==> src/rtl/ifetch_unit.sv <==
// Instruction-fetch stage: owns the PC, reads instruction memory combinationally and
// buffers {pc, instr} in a small show-ahead FIFO feeding decode, with redirect flush.
module ifetch_unit #(
  parameter int ADDRWIDTH = 32,
  parameter int DATAWIDTH = 32,
  parameter int RESET_PC  = 0,
  parameter int FETCH_END = 32,
  parameter int BUF_DEPTH = 2
) (
  input  logic                 clk,
  input  logic                 rst_n,
  output logic [ADDRWIDTH-1:0] imem_address,
  output logic                 imem_read_write,
  output logic [DATAWIDTH-1:0] imem_data_in,
  input  logic [DATAWIDTH-1:0] imem_data_out,
  output logic                 id_valid,
  input  logic                 id_ready,
  output logic [DATAWIDTH-1:0] id_instr,
  output logic [ADDRWIDTH-1:0] id_pc,
  input  logic                 redirect_valid,
  input  logic [ADDRWIDTH-1:0] redirect_target,
  output logic                 fetch_done
);

  localparam int PTRW = (BUF_DEPTH > 1) ? $clog2(BUF_DEPTH) : 1;
  localparam int CNTW = $clog2(BUF_DEPTH) + 1;
  localparam logic [ADDRWIDTH-1:0] END_ADDR = ADDRWIDTH'(FETCH_END);
  localparam logic [ADDRWIDTH-1:0] RST_ADDR = ADDRWIDTH'(RESET_PC);
  localparam logic [CNTW-1:0]      DEPTH_C  = CNTW'(BUF_DEPTH);

  logic [ADDRWIDTH-1:0] pc_q, pc_d;
  logic [PTRW-1:0]      rd_q, rd_d, wr_q, wr_d;
  logic [CNTW-1:0]      count_q, count_d;
  logic [ADDRWIDTH-1:0] pc_mem    [BUF_DEPTH];
  logic [DATAWIDTH-1:0] instr_mem [BUF_DEPTH];
  logic                 fetch_ok, push, pop;

  assign imem_address    = pc_q;
  assign imem_read_write = 1'b0;
  assign imem_data_in    = '0;

  assign fetch_ok   = (pc_q < END_ADDR);
  assign id_valid   = (count_q != '0);
  assign id_instr   = id_valid ? instr_mem[rd_q] : '0;
  assign id_pc      = id_valid ? pc_mem[rd_q] : '0;
  assign fetch_done = !fetch_ok && (count_q == '0);

  // A full FIFO can still accept a word when the head leaves on the same edge.
  assign pop  = id_valid && id_ready && !redirect_valid;
  assign push = !redirect_valid && fetch_ok && ((count_q < DEPTH_C) || pop);

  always_comb begin
    pc_d    = pc_q;
    rd_d    = rd_q;
    wr_d    = wr_q;
    count_d = count_q;
    if (redirect_valid) begin
      pc_d    = redirect_target & ~ADDRWIDTH'(3);
      rd_d    = '0;
      wr_d    = '0;
      count_d = '0;
    end else begin
      if (push) begin
        pc_d = pc_q + ADDRWIDTH'(4);
        wr_d = wr_q + PTRW'(1);
      end
      if (pop) begin
        rd_d = rd_q + PTRW'(1);
      end
      case ({push, pop})
        2'b10:   count_d = count_q + CNTW'(1);
        2'b01:   count_d = count_q - CNTW'(1);
        default: count_d = count_q;
      endcase
    end
  end

  always_ff @(posedge clk or negedge rst_n) begin
    if (!rst_n) begin
      pc_q    <= RST_ADDR;
      rd_q    <= '0;
      wr_q    <= '0;
      count_q <= '0;
    end else begin
      pc_q    <= pc_d;
      rd_q    <= rd_d;
      wr_q    <= wr_d;
      count_q <= count_d;
    end
  end

  // Payload storage needs no reset: count_q gates every read of it.
  always_ff @(posedge clk) begin
    if (push) begin
      pc_mem[wr_q]    <= pc_q;
      instr_mem[wr_q] <= imem_data_out;
    end
  end

endmodule

==> config.mk <==
export PLATFORM = sky130hd
export DESIGN_NAME = ifetch_unit
export DESIGN_NICKNAME = d
export VERILOG_FILES = /design/src/rtl/ifetch_unit.sv
export SDC_FILE = /design/constraint.sdc
export NUM_CORES = 1
export LEC_CHECK = 0
export ABC_AREA = 1
export BUFFER_PORTS_ARGS = -buffer_cell sky130_fd_sc_hd__buf_2
export CAP_MARGIN = 0
export CORE_MARGIN = 2
export CORE_UTILIZATION = 35
export DETAILED_ROUTE_END_ITERATION = 8
export PLACE_DENSITY_LB_ADDON = 0.1
export RECOVER_POWER = 25
export SLEW_MARGIN = 20
export SYNTH_ARGS = -nofsm -noshare
export SYNTH_HDL_FRONTEND = slang
export SYNTH_SLANG_ARGS = --single-unit
==> constraint.sdc <==
create_clock -name clk -period 4.55 [get_ports clk]
set_clock_uncertainty 0.15 [all_clocks]
set_input_delay 0 -clock clk [delete_from_list [all_inputs] [get_ports clk]]
set_output_delay 0 -clock clk [all_outputs]
set_load 0.03 [all_outputs]
==> results of run 1 <==
-- how the worst max path moves through the flow --
stage / from / to / slack, ns / cells past startpoint
2_1_floorplan: imem_address[13] / instr_mem[1][0] / 1.07 / 9
3_3_place_gp: imem_address[28] / instr_mem[1][8] / 1.73 / 8
3_5_place_dp: imem_address[28] / instr_mem[1][8] / 1.74 / 8
4_1_cts: imem_address[28] / instr_mem[1][15] / 1.72 / 8
5_1_grt: imem_address[8] / instr_mem[1][10] / 1.50 / 8
6_report: imem_address[28] / instr_mem[1][15] / 1.74 / 8
-- layer usage --
| layer | part of all wire (%) | GRT usage (%) | routed length (microns) |
|---|---|---|---|
| met5 | 0 | 0 | 0 |
| met4 | 0.90 | 5.58 | 144 |
| met3 | 5.8 | 3.56 | 933 |
| met2 | 49 | 28.1 | 7840 |
| met1 | 44 | 21.6 | 7120 |
-- report_power, final --
| part | internal (mW) | switching (mW) | total (mW) |
|---|---|---|---|
| Clock | 0.821 | 0.542 | 1.36 |
| Combinational | 0.100 | 0.164 | 0.264 |
| Sequential | 1.59 | 0.0322 | 1.62 |
| Total | 2.51 | 0.738 | 3.25 |
-- cell type report --
| type | count | area [sq um] |
|---|---|---|
| clock buffer | 22 | 454 |
| multi-input combinational | 363 | 1570 |
| sequential | 158 | 4580 |
| clock inverter | 10 | 116 |
| tap | 229 | 287 |
| fill | 1682 | 9280 |
| inverter | 18 | 67.6 |
| timing repair buffer | 251 | 1670 |
-- worst register-to-register path, stage by stage (launching register included) --
cell	delay, ns
dfrtp_1	0.43
nor2_1	0.13
nand2_1	0.06
nor2_1	0.13
nand2_1	0.11
inv_1	0.07
nand3_2	0.56
nor2_4	0.28
buf_4	0.47
-- repair_timing --
item / 4_1_cts / 5_1_grt
endpoints found under the hold margin: 131 / 0
buffers inserted: 0 / 0
hold buffers: 85 / 0
-- synth_stat cells, drive strengths merged --
master and instances:
buf 43, o21bai 1, nor2 23, conb 1, clkbuf 22, xor2 1
o21ai 9, nand3 28, nand2 190, a21oi 66, xnor2 1, edfxtp 124
o211ai 3, nor3 3, dfrtp 34, clkinv 1, ha 1, inv 17
-- metrics by stage --
step                      worst slack, ns  cells  cell area, sq um
after floorplan                      1.07    604              6610
after global placement               1.73    934              7350
after detailed placement             1.74    934              7350
after CTS                            1.72   1051              8770
after global routing                 1.50   1051              8740
final                                1.74   1051              8740
-- flip-flops by register name, summed over array words and instances (netlist names) --
name and count:
count_q 2, imem_address 30, instr_mem 64, pc_mem 60, rd_q 1, wr_q 1
-- kinds of logic after synthesis --
logic type	Yosys count
AOI/OAI and AO/OA	79
xor gates and xnor gates	2
adders and majority gates	1
buffers and inverters	83
DFF	158
other	1
and+or+nand+nor	244
==> run summary, run 1 <==
Total GRT Usage: 16.7%
Clk_lat worst skew: 0.42 ns
Pwr per Cell Area: 372 mW/mm^2
Layout cells sized above 1: 22.1%
Resized Gates After CTS: 0
Total chip power: 3.25 mW
Worst slew margin: 42.1%
H-tree depth: 4
First-pass GRT wire length: 25,200 microns
Worst r2r dst: instr_mem[1][15]
FP Rows: 49
Post-Route WL: 16,000 microns
Largest net degree at the start of global routing: 63
Slew Viols, Final: 0
Antenna cells: 0
Crit-path max FO: 37
Crit end category: flop
Most frequent cells in the layout: nand2_1 (189), buf_2 (135), edfxtp_1 (124)
VDD IR max: 252 uV
Slew @ Worst Pin: 0.863 ns
Crit path kind: flop to flop
Most common cell after layout, fill and taps aside: nand2_1
Register area share after synthesis: 70.7%
Die Wd: 140 microns
Initial DRC count: 233
HP Start: redirect_valid
Status: completed
Final Hold Violating Endpoints: 0
Clock tree buffer depth: 2
Syn avg cell area: 11.4 sq um
Synth Area in Compound Gates: 6.34%
CP cell instances: nor2_1, nand2_1, nor2_1, nand2_1, inv_1, nand3_2, nor2_4, buf_4
Simple-gate share of the synthesized area: 15.1%
Synth Instances: 568
Worst Hold Depth: 3
Ports: 199
Worst Hold End: imem_address[12]
CORE AREA: 0.0180 sq mm
CTS tree: yes
Hold crit path type: primary input to flop
Crit path largest cell delay: 0.56 ns
Data required time of the worst path: 4.45 ns
RR Startpoint: imem_address[28]
Mux cell area share after synthesis: 0%
Synthesis warning total: 0
CTS clk-pin slew, worst paths: 0.06 ns
# DRC: 0
Worst setup SP type: flop
Number of antenna violations at the first check in global routing: 0
Worst Hold Slack: 0.00827 ns
Num CTS Buffers: 17
Post-Synth Adder-Cell Area: 0.193%
Post-DRT Antenna Nets: 0
Largest family of logic cells by synthesized area: simple AND/OR/NAND/NOR gates
Tmin final: 2.81 ns
Area leader, netlist: edfxtp_1
Number of global-route vias before repair: 4,689
Critical Path Slowest Stage Cell: nand3_2
Clock sinks: 158
DP HPWL: 9580 microns
Synth Register Bits: 158
Via count: 4,736
Final setup vio count: 0
DR vias/cell: 4.51
Synth area leaders: edfxtp_1 (58%), dfrtp_1 (13%), nand2_1 (11%)
TNS Setup: 0 ns
R2r worst-path depth: 8
Final Wtd Congestion: 0.778
CP bufs+invs: 2
Data arrival time of the worst path: 2.71 ns
Cell Area, Synth: 0.00647 sq mm
Per-cell routed wire length: 15.3 microns
Util after Layout: 48.5%
Fmax: 356 MHz
Max-cap violations: 0
Synth unique cells: 27
Initial Util: 35.9%
CTS root buffer: clkbuf_16
Leakage power: 3.71 nW
Share of the synthesized area in the top cell type: 57.6%
Port bufs: 159
Synth-to-Final Area Change: 35.1%
Die Ht: 140 microns
RSZ-0062 raised after global routing: false
Critical path's top delay family: simple AND/OR/NAND/NOR gates
Die area: 0.0196 sq mm
Period utilization: 61.8%
Layout Nets: 878
Synth Area in XOR/XNOR: 0.271%
Drt first pass iters: 4
GRT overflow: 0
Reg-to-reg slack, setup: 1.74 ns
Power figures use the tool's default switching activity.
==> inputs of run 2 (changes only) <==
- clock period: 4.55 -> 2.75 ns (I/O delays scaled with it)
==> run 2 against run 1 <==
  * Sequential power rose by 65%
  * Critical endpoint is now pc_mem[0][20]
  * Wire length fell by 0.28%
  * Combinational power rose by 67%
  * Flip-flop and latch count did not move
  * Global-route usage fell by 0.20 points
  * First-iteration DRC count rose by 5.2%
  * Via count rose by 0.63%
==> run summary, run 2 (same netlist as run 1, synthesis figures left out) <==
Status: completed
Period utilization: 80.2% (+18 points)
Via count: 4,766 (+0.63%)
Slew Viols, Final: 0 (unchanged)
Resized Gates After CTS: 0 (unchanged)
Post-Route WL: 16,000 microns (-0.28%)
Number of global-route vias before repair: 4,685 (-0.085%)
Data arrival time of the worst path: 2.15 ns (-0.56 ns)
Final Wtd Congestion: 0.726 (-6.7%)
Die Ht: 140 microns (unchanged)
Fmax: 453 MHz (+27%)
Util after Layout: 49.3% (+0.79 points)
Largest Register: instr_mem
Drt first pass iters: 4 (unchanged)
Layout cells sized above 1: 25.3% (+3.1 points)
Leakage power: 3.76 nW (+1.4%)
Critical path's top delay family: simple AND/OR/NAND/NOR gates
Clock sinks: 158 (unchanged)
Initial Util: 35.9% (unchanged)
Total chip power: 5.52 mW (+70%)
Data required time of the worst path: 2.69 ns (-1.76 ns)
CTS root buffer: clkbuf_16
Total GRT Usage: 16.5% (-0.20 points)
VDD IR max: 448 uV (+78%)
Worst setup SP type: flop
Setup bufs post-CTS: 0 (unchanged)
WL met1: 6900 microns (-3.1%)
Largest net degree at the start of global routing: 63 (unchanged)
Antenna cells: 0 (unchanged)
Reg-to-reg slack, setup: 0.54 ns (-1.19 ns)
Worst slew margin: 41.8% (-0.35 points)
Num CTS Buffers: 17 (unchanged)
Area of placed instances: 0.00746 sq mm (+1.4%)
Die Wd: 140 microns (unchanged)
CP cell instances: nor2_1, nand2_1, nor2_1, nand2_1, inv_1, nand3_2, buf_4, nor2_4, buf_12
Ports: 199 (unchanged)
Slew @ Worst Pin: 0.874 ns (+0.0106 ns)
H-tree depth: 4 (unchanged)
Fin cells: 1,056 (+0.48%)
Max-cap violations: 0 (unchanged)
Crit path largest cell delay: 0.43 ns (-0.13 ns)
Detail Route met3 WL: 842 microns (-9.8%)
Number of antenna violations at the first check in global routing: 0 (unchanged)
Clock tree buffer depth: 2 (unchanged)
CTS clk-pin slew, worst paths: 0.06 ns (about the same)
Die area: 0.0196 sq mm (unchanged)
GRT overflow: 0 (unchanged)
CP bufs+invs: 3 (+1)
DR WL met2: 8120 microns (+3.5%)
RSZ-0062 raised after global routing: false
Most frequent cells in the layout: nand2_1 (189), buf_2 (137), edfxtp_1 (124)
TNS Setup: 0 ns (unchanged)
Hold crit path type: primary input to asynchronous set/reset pin
Port bufs: 159 (unchanged)
Most common cell after layout, fill and taps aside: nand2_1
Layout Nets: 883 (+0.57%)
Critical Path Slowest Stage Cell: dfrtp_2
FP Rows: 49 (unchanged)
Final setup vio count: 0 (unchanged)
First-pass GRT wire length: 25,100 microns (-0.49%)
Number of flip-flops in the largest register: 64 (unchanged)
Per-cell routed wire length: 15.1 microns (-0.75%)
Crit-path max FO: 46 (+24%)
Tmin final: 2.21 ns (-0.605 ns)
Highest routed layer: met4
Final Hold Violating Endpoints: 0 (unchanged)
Initial DRC count: 245 (+5.2%)
Crit end category: flop
CORE AREA: 0.0180 sq mm (unchanged)
DR vias/cell: 4.51 (+0.16%)
Post-DRT Antenna Nets: 0 (unchanged)
Synth-to-Final Area Change: 37.4%
Hold Buf Count CTS: 85 (unchanged)
# DRC: 0 (unchanged)
CTS tree: yes
Pwr per Cell Area: 621 mW/mm^2 (+67%)
Crit path kind: flop to flop
DP HPWL: 9610 microns (+0.30%)
Clk_lat worst skew: 0.41 ns (about the same)
Placed cell count: 939 (+0.54%)
Post-route cell area: 0.00888 sq mm (+1.6%)
-- run 2: changes by cell type in the layout (fill, tap and decap cells not counted), sizes merged --
cell,before,now
clkinvlp,5,2
clkinv,3,6
bufinv,2,3
buf,142,149
clkbuf,46,42
inv,18,19
-- run 2: worst register-to-register path, delay by kind of cell, from the launching register on --
kind / cells / cell delay (ns)
flip-flops: 1 / 0.43
buffers and inverters: 3 / 0.63
AND/OR/NAND/NOR: 6 / 0.66
-- run 2: worst paths after layout --
kind / from / to / depth (start not counted)
worst max-delay path: imem_address[28] / pc_mem[0][20] / 9
worst min-delay path: rst_n / imem_address[4] / 2
worst max register to register: imem_address[28] / pc_mem[0][20] / 9
worst min register to register: imem_address[13] / pc_mem[0][13] / 0
max in group asynchronous: rst_n / imem_address[14] / 2
min in group clk: imem_data_out[6] / instr_mem[0][6] / 2
-- run 2: area by class of cell --
cell class	instances	area [sq um]
Inverter	18	67.6
Timing Repair Buffer	256	1760
Tap cell	229	287
Fill cell	1705	9140
Clock buffer	20	447
Sequential cell	158	4590
Clock inverter	12	159
Multi-Input combinational cell	363	1570
-- run 2: power breakdown --
group / switching [mW] / internal [mW]
combinational: 0.273 / 0.168
clock: 0.934 / 1.46
sequential: 0.0500 / 2.63
total: 1.26 / 4.26
-- run 2: per-stage QoR --
step | worst slack [ns] | hold WS, ns
2_1_floorplan | 0.000194 | -0.446
3_3_place_gp | 0.506 | 0.0128
3_5_place_dp | 0.494 | 0.00702
4_1_cts | 0.475 | 0.0936
5_1_grt | 0.325 | 0.156
6_report | 0.544 | 0.0989
-- run 2: layer usage --
metal | GRT usage (%) | vias to the layer above
li1 | - | 2345
met1 | 21.2 | 2282
met2 | 28.2 | 130
met3 | 3.56 | 9
met4 | 4.95 | 0
met5 | 0 | -
==> inputs of run 3 (changes only) <==
- ABC_AREA: 1 -> 0
- clock period: 2.75 -> 2.2 ns (I/O delays scaled with it)
==> run 3 against run 2 <==
  * The run now ends with setup timing left
  * Combinational power is 48% higher
  * Non-clock buffer count is 24 higher
  * Critical path depth is 3 lower
  * Critical path type unchanged
  * Critical endpoint is now pc_mem[0][25]
  * Largest cell class unchanged
  * Largest power group unchanged
==> run summary, run 3 <==
Status: complete, but fails checks
Failing checks: setup timing
Crit end category: flop
Number of antenna violations at the first check in global routing: 0 (unchanged)
Slew @ Worst Pin: 0.810 ns (-0.0639 ns)
Post-DRT Antenna Nets: 0 (unchanged)
Initial Util: 35.8% (-0.10 points)
Placed cell count: 826 (-12%)
CP Launch Point: imem_address[12]
Number of flip-flops in the largest register: 64 (unchanged)
Max-cap violations: 0 (unchanged)
GRT overflow: 0 (unchanged)
Sequential share of power: 48.8% (+0.2 points)
Layout Nets: 764 (-13%)
Async set-or-reset flop fraction in the synthesized netlist: 21.5% (unchanged)
Data arrival time of the worst path: 2.21 ns (+0.06 ns)
Largest net degree at the start of global routing: 39 (-38%)
Final Wtd Congestion: 0.726 (unchanged)
Drt first pass iters: 4 (unchanged)
CTS tree: yes
Synth Register Bits: 158 (unchanged)
DP HPWL: 10,000 microns (+4.6%)
Total chip power: 6.87 mW (+24%)
Fin cells: 937 (-11%)
Fmax: 446 MHz (-1.6%)
Most common cell after layout, fill and taps aside: buf_2
Period utilization: 102% (+22 points)
Top cells by count, synth: edfxtp_1 (124), nor2_1 (69), mux2i_1 (63)
# DRC: 0 (unchanged)
Ports: 199 (unchanged)
Post-synth EDFFs: 124 (unchanged)
FP Rows: 49 (unchanged)
Layout cells sized above 1: 37.3% (+12 points)
Reg-to-reg slack, setup: -0.04 ns (-0.59 ns)
Cell Area, Synth: 0.00643 sq mm (-0.62%)
Clock tree buffer depth: 2 (unchanged)
Num CTS Buffers: 17 (unchanged)
Total GRT Usage: 15.7% (-0.78 points)
Slew Viols, Final: 0 (unchanged)
First-pass GRT wire length: 23,300 microns (-7.1%)
Share of the synthesized area in the top cell type: 57.9% (+0.36 points)
Worst slew margin: 46.0% (+4.3 points)
Die Ht: 140 microns (-0.30%)
Pint: 5.33 mW (+25%)
Crit path kind: flop to flop
H-tree depth: 4 (unchanged)
Sw power: 1.53 mW (+22%)
Register area share after synthesis: 71.2% (+0.44 points)
Initial DRC count: 170 (-31%)
DP Worst Slack: -0.129 ns (-0.624 ns)
Die Wd: 140 microns (-0.30%)
Data required time of the worst path: 2.17 ns (-0.52 ns)
Syn avg cell area: 15.5 sq um (+36%)
Comb power frac: 9.5% (+1.5 points)
Number of global-route vias before repair: 4,238 (-9.5%)
Tmin final: 2.24 ns (+0.0365 ns)
CORE AREA: 0.0180 sq mm (-0.34%)
Final Hold Violating Endpoints: 0 (unchanged)
Largest Register: instr_mem
Most frequent cells in the layout: buf_2 (132), edfxtp_1 (124), nor2_1 (66)
Synthesis warning total: 0 (unchanged)
# fillers: 1,627 (-4.6%)
Final setup vio count: 55 (+55)
RSZ-0062 raised after global routing: true
Synth Instances: 415 (-27%)
RR Startpoint: imem_address[12]
Most numerous cell in the Yosys netlist: edfxtp_1
Worst setup SP type: flop
R2r worst-path depth: 6 (-3)
Antenna cells: 0 (unchanged)
CTS root buffer: clkbuf_16
Synth unique cells: 33 (+22%)
Final worst setup slack: -0.0421 ns (-0.586 ns)
Post-Route WL: 15,800 microns (-1.2%)
Clk_lat worst skew: 0.41 ns (about the same)
Clock sinks: 158 (unchanged)
Area of placed instances: 0.00767 sq mm (+2.9%)
DR vias/cell: 4.52 (+0.21%)
Per-cell routed wire length: 16.9 microns (+11%)
Port bufs: 159 (unchanged)
Pwr per Cell Area: 746 mW/mm^2 (+20%)
Worst r2r dst: pc_mem[0][25]
Synth-to-Final Area Change: 43.3%
Top FF cell, synth: edfxtp_1
Via count: 4,238 (-11%)
Synth area leaders: edfxtp_1 (58%), dfrtp_1 (13%), mux2i_1 (9.8%)
Util after Layout: 51.3% (+2.0 points)
CTS clk-pin slew, worst paths: 0.06 ns (about the same)
Post-route cell area: 0.00921 sq mm (+3.7%)
VDD IR max: 554 uV (+24%)
Area leader, netlist: edfxtp_1
Leakage power: 3.59 nW (-4.5%)
Crit-path max FO: 9 (-80%)
Hold crit path type: primary input to asynchronous set/reset pin
Sw Ratio: 22.3% (-0.43 points)
Die area: 0.0195 sq mm (-0.61%)
Clock share of power: 41.7% (-1.7 points)
[run 3: what timing repair did]
action                                  in CTS  in global routing
pin swaps                                    1                  1
endpoints found under the setup margin     124                124
buffers inserted                             2                  2
hold buffers                                65                  0
resized for setup                            6                 13
cloned                                       1                  9
hold endpoints to repair                   131                  0
[run 3: cell type report]
cell class	count	area (sq um)	share of cell area [%]
clock buffers	19	433	4.70
clock inverters	13	148	1.60
inverters	5	18.8	0.204
multi-input cells	233	1670	18.1
flip-flops and latches	158	4590	49.8
well taps	229	287	3.11
repair buffers	280	2070	22.5
[run 3: cell families (layout without fill, tap and decap cells)]
logic type | Yosys count | after routing | synth area share, %
flip-flops | 158 | 158 | 71.2
AND/OR/NAND/NOR | 92 | 92 | 6.68
multiplexers | 89 | 89 | 14.4
buffers and inverters | 60 | 317 | 5.92
AO/OA/AOI/OAI | 13 | 13 | 1.50
adder cells (fa/ha/maj) | 1 | 1 | 0.195
other | 1 | 37 | 0.0583
XOR/XNOR | 1 | 1 | 0.136
[run 3: routing by layer]
metal	track usage [%]	part of all wire, %
met5	0	0
met4	5.37	1.1
met2	24.5	46
met1	21.8	47
met3	3.65	5.2
[run 3: power groups by stage]
| stage | Combinational, mW | Clock, mW | Sequential, mW |
|---|---|---|---|
| 6_report | 0.653 | 2.86 | 3.35 |
| 5_1_grt | 0.698 | 3.06 | 3.36 |
| 4_1_cts | 0.664 | 2.93 | 3.35 |
| 3_5_place_dp | 0.571 | 0 | 3.40 |
| 3_3_place_gp | 0.568 | 0 | 3.40 |
| 2_1_floorplan | 0.217 | 0 | 3.53 |
[run 3: worst max-delay path by stage]
| stage | end |
|---|---|
| global placement | instr_mem[0][14] |
| CTS | instr_mem[0][20] |
| global route | pc_mem[0][25] |
| floorplan | instr_mem[0][0] |
| finish | pc_mem[0][25] |
| detailed placement | instr_mem[0][11] |
[run 3: critical path: stages, from the launching register on]
cell and delay [ns]:
dfrtp_2 0.42, nor4_4 0.29, nand4_2 0.15, or3_4 0.43
nor2_4 0.18, buf_6 0.17, buf_12 0.14
[run 3: per-stage QoR]
step / hold slack, ns / TNS, ns
floorplan: -0.446 / -99.21
global placement: -0.0284 / -10.08
detailed placement: -0.00922 / -11.68
CTS: 0.0825 / -1.85
global route: 0.139 / -8.79
finish: 0.0598 / -0.988
